===== src/rtl/dct_block_scheduler_if.sv =====
// dct_block_scheduler_if: row handshakes between line buffers, block scheduler and DCT datapath
interface dct_block_scheduler_if #(
    parameter int DW      = 8,
    parameter int CREDITS = 2
);
    localparam int CW = $clog2(CREDITS + 1);
    logic [7:0][DW-1:0] y_d;
    logic [2:0]         y_cnt;
    logic               y_valid;
    logic               y_hold;
    logic [7:0][DW-1:0] c_d;
    logic [2:0]         c_cnt;
    logic               c_valid;
    logic               c_hold;
    logic [7:0][DW-1:0] q_d;
    logic [2:0]         q_cnt;
    logic [1:0]         q_comp;
    logic               q_valid;
    logic               q_hold;
    logic               blk_done;
    logic               mcu_done;
    logic [CW-1:0]      credits;
    logic               err;
    modport slave (
        input  y_d, y_cnt, y_valid, c_d, c_cnt, c_valid, q_hold, blk_done,
        output y_hold, c_hold, q_d, q_cnt, q_comp, q_valid, mcu_done, credits, err
    );
    modport master (
        output y_d, y_cnt, y_valid, c_d, c_cnt, c_valid, q_hold, blk_done,
        input  y_hold, c_hold, q_d, q_cnt, q_comp, q_valid, mcu_done, credits, err
    );
endinterface


===== src/rtl/dct_block_scheduler.sv =====
// dct_block_scheduler: credit-metered Y/Cb/Cr block sequencer feeding the shared DCT datapath
module dct_block_scheduler #(
    parameter int DW        = 8,
    parameter int Y_PER_MCU = 4,
    parameter int CREDITS   = 2
) (
    input logic clk,
    input logic resetn,
    dct_block_scheduler_if.slave bus
);
    localparam int CW = $clog2(CREDITS + 1);
    localparam int SW = $clog2(Y_PER_MCU + 2);
    localparam logic [SW-1:0] SEQ_CB = SW'(Y_PER_MCU);
    localparam logic [SW-1:0] SEQ_CR = SW'(Y_PER_MCU + 1);
    localparam logic [CW-1:0] CRED_MAX = CW'(CREDITS);

    typedef enum logic {GRANT, XFER} state_t;

    state_t             state, state_nx;
    logic [SW-1:0]      seq;
    logic [2:0]         row;
    logic [CW-1:0]      credits;
    logic               sel_y, xfer, out_busy, grant, acc, last;
    logic [7:0][DW-1:0] src_d;
    logic [2:0]         src_cnt;
    logic [1:0]         comp;

    assign sel_y    = seq < SEQ_CB;
    assign comp     = sel_y ? 2'd0 : (seq == SEQ_CB ? 2'd1 : 2'd2);
    assign src_d    = sel_y ? bus.y_d : bus.c_d;
    assign src_cnt  = sel_y ? bus.y_cnt : bus.c_cnt;
    assign out_busy = bus.q_valid & bus.q_hold;
    assign xfer     = resetn & (state == XFER);
    assign grant    = resetn & (state == GRANT) & (credits != '0);
    assign acc      = xfer & ~out_busy & (sel_y ? bus.y_valid : bus.c_valid);
    assign last     = acc & (row == 3'd7);
    assign bus.mcu_done = last & (seq == SEQ_CR);
    assign bus.credits  = credits;

    // Next state and source stalls; holds stay high in reset and outside a granted block
    always_comb begin
        state_nx   = state;
        bus.y_hold = 1'b1;
        bus.c_hold = 1'b1;
        if (resetn) begin
            state_nx   = state == GRANT ? (grant ? XFER : GRANT) : (last ? GRANT : XFER);
            bus.y_hold = ~(xfer & sel_y) | out_busy;
            bus.c_hold = ~(xfer & ~sel_y) | out_busy;
        end
    end

    // FSM state, MCU sequence, row counter, credit pool and sticky protocol error
    always_ff @(posedge clk) begin
        if (!resetn) begin
            state   <= GRANT;
            seq     <= '0;
            row     <= '0;
            credits <= CRED_MAX;
            bus.err <= 1'b0;
        end else begin
            state <= state_nx;
            if (grant) row <= '0;
            else if (acc) row <= row + 3'd1;
            if (last) seq <= seq == SEQ_CR ? '0 : seq + 1'b1;
            credits <= credits - CW'(grant) + CW'(bus.blk_done & ((credits != CRED_MAX) | grant));
            if ((acc && src_cnt != row) || (bus.blk_done && credits == CRED_MAX && !grant))
                bus.err <= 1'b1;
        end
    end

    // Single output register: loads on every accepted row, empties when drained
    always_ff @(posedge clk) begin
        if (!resetn) begin
            bus.q_valid <= 1'b0;
            bus.q_d     <= '0;
            bus.q_cnt   <= '0;
            bus.q_comp  <= '0;
        end else if (acc) begin
            bus.q_valid <= 1'b1;
            bus.q_d     <= src_d;
            bus.q_cnt   <= src_cnt;
            bus.q_comp  <= comp;
        end else if (!bus.q_hold) begin
            bus.q_valid <= 1'b0;
        end
    end
endmodule


===== src/flat_wrapper.sv =====
// flat-port wrapper written by rule: the top's interface ports become plain ports
module dct_block_scheduler_flat 
#(
    parameter int DW        = 8,
    parameter int Y_PER_MCU = 4,
    parameter int CREDITS   = 2
)
  (clk, resetn, bus_y_d, bus_y_cnt, bus_y_valid, bus_c_d, bus_c_cnt, bus_c_valid, bus_q_hold, bus_blk_done, bus_y_hold, bus_c_hold, bus_q_d, bus_q_cnt, bus_q_comp, bus_q_valid, bus_mcu_done, bus_credits, bus_err);
  dct_block_scheduler_if #(.DW(DW), .CREDITS(CREDITS)) bus_i ();
  input logic clk;
  input logic resetn;
  input wire logic [$bits(bus_i.y_d)-1:0] bus_y_d;
  input wire logic [$bits(bus_i.y_cnt)-1:0] bus_y_cnt;
  input wire logic [$bits(bus_i.y_valid)-1:0] bus_y_valid;
  input wire logic [$bits(bus_i.c_d)-1:0] bus_c_d;
  input wire logic [$bits(bus_i.c_cnt)-1:0] bus_c_cnt;
  input wire logic [$bits(bus_i.c_valid)-1:0] bus_c_valid;
  input wire logic [$bits(bus_i.q_hold)-1:0] bus_q_hold;
  input wire logic [$bits(bus_i.blk_done)-1:0] bus_blk_done;
  output wire logic [$bits(bus_i.y_hold)-1:0] bus_y_hold;
  output wire logic [$bits(bus_i.c_hold)-1:0] bus_c_hold;
  output wire logic [$bits(bus_i.q_d)-1:0] bus_q_d;
  output wire logic [$bits(bus_i.q_cnt)-1:0] bus_q_cnt;
  output wire logic [$bits(bus_i.q_comp)-1:0] bus_q_comp;
  output wire logic [$bits(bus_i.q_valid)-1:0] bus_q_valid;
  output wire logic [$bits(bus_i.mcu_done)-1:0] bus_mcu_done;
  output wire logic [$bits(bus_i.credits)-1:0] bus_credits;
  output wire logic [$bits(bus_i.err)-1:0] bus_err;
  assign bus_i.y_d = bus_y_d;
  assign bus_i.y_cnt = bus_y_cnt;
  assign bus_i.y_valid = bus_y_valid;
  assign bus_i.c_d = bus_c_d;
  assign bus_i.c_cnt = bus_c_cnt;
  assign bus_i.c_valid = bus_c_valid;
  assign bus_i.q_hold = bus_q_hold;
  assign bus_i.blk_done = bus_blk_done;
  assign bus_y_hold = bus_i.y_hold;
  assign bus_c_hold = bus_i.c_hold;
  assign bus_q_d = bus_i.q_d;
  assign bus_q_cnt = bus_i.q_cnt;
  assign bus_q_comp = bus_i.q_comp;
  assign bus_q_valid = bus_i.q_valid;
  assign bus_mcu_done = bus_i.mcu_done;
  assign bus_credits = bus_i.credits;
  assign bus_err = bus_i.err;
  dct_block_scheduler #(.DW(DW), .Y_PER_MCU(Y_PER_MCU), .CREDITS(CREDITS)) u_core (.clk(clk), .resetn(resetn), .bus(bus_i));
endmodule

===== config.mk =====
export PLATFORM = sky130hd
export DESIGN_NAME = dct_block_scheduler_flat
export DESIGN_NICKNAME = d
export VERILOG_FILES = /design/src/rtl/dct_block_scheduler_if.sv /design/src/rtl/dct_block_scheduler.sv /design/src/flat_wrapper.sv
export SDC_FILE = /design/constraint.sdc
export NUM_CORES = 1
export LEC_CHECK = 0
export BUFFER_PORTS_ARGS = -buffer_cell sky130_fd_sc_hd__buf_2
export CELL_PAD_IN_SITES_DETAIL_PLACEMENT = 1
export CELL_PAD_IN_SITES_GLOBAL_PLACEMENT = 1
export CORE_MARGIN = 2
export CORE_UTILIZATION = 30
export DETAILED_ROUTE_END_ITERATION = 12
export GPL_TIMING_DRIVEN = 0
export PLACE_DENSITY = 0.87
export SLEW_MARGIN = 20
export SYNTH_ARGS = -nofsm -noshare
export SYNTH_HDL_FRONTEND = slang
export SYNTH_SLANG_ARGS = --single-unit

===== constraint.sdc =====
create_clock -name clk -period 4.9 [get_ports clk]
set_input_delay 0.735 -clock clk [delete_from_list [all_inputs] [get_ports clk]]
set_output_delay 0.735 -clock clk [all_outputs]
set_load 0.01 [all_outputs]

==> flow_metrics.env <==
export IMPL_overflow=0
export IMPL_stdcell_count=775
export IMPL_cp_required_ns=4.16
export IMPL_routed_via_density=4.83
export IMPL_vias=3740
export IMPL_dp_hpwl_um=9720
export IMPL_wl_per_cell_um=16.3
export IMPL_internal_power_mw=1.32
export IMPL_total_power_mw=1.88
export IMPL_critPathCaptureType="output port"
export IMPL_finalSetupViolCount=0
export IMPL_run_status="completed"
export IMPL_grt_total_usage_pct=18.4
export IMPL_clockRootBuffer="clkbuf_16"
export IMPL_coreArea_sq_um=12500
export IMPL_start_kind="input port"
export IMPL_tightest_slew_ns=0.607
export IMPL_synth_top_family_by_area="compound AO/OA/AOI/OAI gates"
export IMPL_p_leak_nw=3.14
export IMPL_antenna_found_initial=0
export IMPL_tritoncts="done"
export IMPL_num_fill_cells=1549
export IMPL_io_pins=216
export IMPL_finalSetupTns_ns=0
export IMPL_layout_drive_gt1_share_pct=42.0
export IMPL_synth_area_sq_um=3830
export IMPL_max_freq_mhz=327
export IMPL_ant_nets=0
export IMPL_clk_pin_slew_ns=0.06
export IMPL_power_switching_uw=558
export IMPL_clk_latency_ns=0.34
export IMPL_cts_sinks=80
export IMPL_cts_buffers=9
export IMPL_clkPwrFrac_pct=32.9
export IMPL_start_util_pct=30.6
export IMPL_hold_violations=0
export IMPL_hp_class="reg -> reg"
export IMPL_die_x_um=117
export IMPL_drv_slew=0
export IMPL_sw_frac_of_total_pct=29.7
export IMPL_crit_type="in -> out"
export IMPL_first_iter_violations=93
export IMPL_yosys_warnings=0
export IMPL_die_area_sq_um=13700
export IMPL_final_cell_mix="buf_2 (222), dfxtp_1 (80), nand2_1 (79)"
export IMPL_synthToLayoutAreaGrowth_pct=40.5
export IMPL_synth_simple_area_share_pct=10.8
export IMPL_ys_seq_elements=80
export IMPL_crit_start="resetn"
export IMPL_drc_errors=0
export IMPL_grt_first_pass_wirelength_um=19500
export IMPL_num_rows=41
export IMPL_gp_congestion=0.725
export IMPL_syn_nets=517
export IMPL_synth_fa_ha_area_share_pct=1.31
export IMPL_synth_compound_area_share_pct=19.2
export IMPL_layout_setup_ws_ns=1.84
export IMPL_drt_pass1_iterations=5
export IMPL_fp_dieH_um=117
export IMPL_dp_slack_ns=1.87
export IMPL_layout_commonest_cell="buf_2"
export IMPL_rsz0062_at_grt="no"
export IMPL_hold_ws_ns=0.469
export IMPL_wl_um=12600
export IMPL_period_share_pct=62.4
export IMPL_synth_area_mux_share_pct=18.4
export IMPL_fin_crit_ns=3.06
export IMPL_synth_seq_area_share_pct=41.8
export IMPL_post_cts_buffers=0
export IMPL_syn_area_per_cell_sq_um=10.3
export IMPL_cts_htree_levels=3
export IMPL_arrival_ns=2.32
export IMPL_synth_cell_type_count=29
export IMPL_nNetsFinal=742
export IMPL_max_slew_margin_rel_pct=59.5
export IMPL_p_seq_share_pct=42.2
export IMPL_clock_path_buffers=2
export IMPL_synth_xor_xnor_area_share_pct=1.60
export IMPL_first_global_vias=3951
export IMPL_cap_violations=0
export IMPL_max_vdd_ir_drop_v=0.000156
export IMPL_dp_cells=759
export IMPL_post_cts_resized=0
export IMPL_path_max_fanout=10
export IMPL_worstHoldStart="u_core.bus.q_comp[1]"
export IMPL_syn_inst=373
export IMPL_clock_skew_ns=0.00448
export IMPL_grt_max_degree=13
export IMPL_port_buffers=214
export IMPL_diodes=0
export IMPL_power_density_nw_per_um2=349
export IMPL_combPwrFrac_pct=24.9
export IMPL_regToRegStartpoint="u_core.seq[2]"
export IMPL_cts_hold_fix_buffers=0
-- path summary, 6_finish.rpt --
kind	endpoint	slack (ns)	cells past startpoint
max reg2reg	u_core.bus.err	3.05	6
min reg2reg	u_core.bus.q_comp[1]	0.47	2
max	bus_mcu_done	1.84	8
min	u_core.bus.q_comp[1]	0.47	2
-- logic make-up (layout without fill, tap and decap cells) --
logic type | Yosys count | count (layout)
AOI/OAI and AO/OA | 77 | 77
xor gates and xnor gates | 7 | 7
adders and majority gates | 4 | 4
buffers and inverters | 37 | 267
DFF | 80 | 80
muxes | 70 | 70
and+or+nand+nor | 98 | 98
-- cells in the mapped netlist --
cell type,instances,area share [%]
ha_1,4,1.3
xnor2_1,6,1.4
mux2_4,1,0.39
inv_1,3,0.29
nand3b_1,1,0.20
nand4b_1,1,0.23
nor2b_1,2,0.33
nand2_1,79,7.7
a21oi_1,3,0.39
mux2i_1,69,18
nand3_1,2,0.26
buf_6,15,4.4
o211a_1,67,18
o21ai_0,1,0.13
buf_1,1,0.098
or2_2,1,0.16
a21boi_0,4,0.78
clkbuf_1,10,0.98
and2_1,4,0.65
nand4_1,2,0.33
and3_1,1,0.16
o31ai_1,1,0.20
nor2_1,2,0.20
nand2b_1,1,0.16
a21o_1,1,0.20
dfxtp_1,80,42
nor3b_1,2,0.39
xor2_1,1,0.23
buf_2,8,1.0
-- through the flow --
step	area (sq um)	util (%)
2_1_floorplan	3830	-
3_3_place_gp	5120	40.9
3_5_place_dp	5120	40.9
4_1_cts	5380	43.0
5_1_grt	5380	43.0
6_report	5380	43.0
-- registers in the layout, indices dropped and copies added (netlist names) --
name,count
u_core.state,1
u_core.row,3
u_core.bus.credits,2
u_core.bus.err,1
u_core.bus.q_d,64
u_core.bus.q_comp,2
u_core.bus.q_valid,1
u_core.seq,3
u_core.bus.q_cnt,3
-- metal layers --
layer	part of all wire, %	track usage [%]
met1	40	20.9
met2	53	33.7
met3	4.6	2.94
met4	2.7	8.71
met5	0	0
-- critical path, stage by stage --
cell,delay (ns)
buf_2,0.20
and2_1,0.25
and3_1,0.22
buf_6,0.12
buf_6,0.15
nand3_1,0.18
nor3b_1,0.29
buf_2,0.18
-- final cells by class --
type,instances,area [sq um],area share [%]
repair buffers,214,1070,19.9
clock buffers,12,246,4.58
clock inverters,4,20.0,0.372
inverters,3,11.3,0.209
flip-flops and latches,80,1600,29.8
plain buffers,34,250,4.65
multi-input cells,256,1970,36.5
well taps,172,215,4.00
-- power by group through the flow --
stage / Clock, mW / Combinational, mW / Sequential, mW
floorplan: 0 / 0.225 / 0.840
global placement: 0 / 0.454 / 0.800
detailed placement: 0 / 0.473 / 0.806
CTS: 0.633 / 0.477 / 0.793
global route: 0.662 / 0.520 / 0.803
finish: 0.618 / 0.469 / 0.794
No activity file was read; power rests on OpenSTA's default activity.
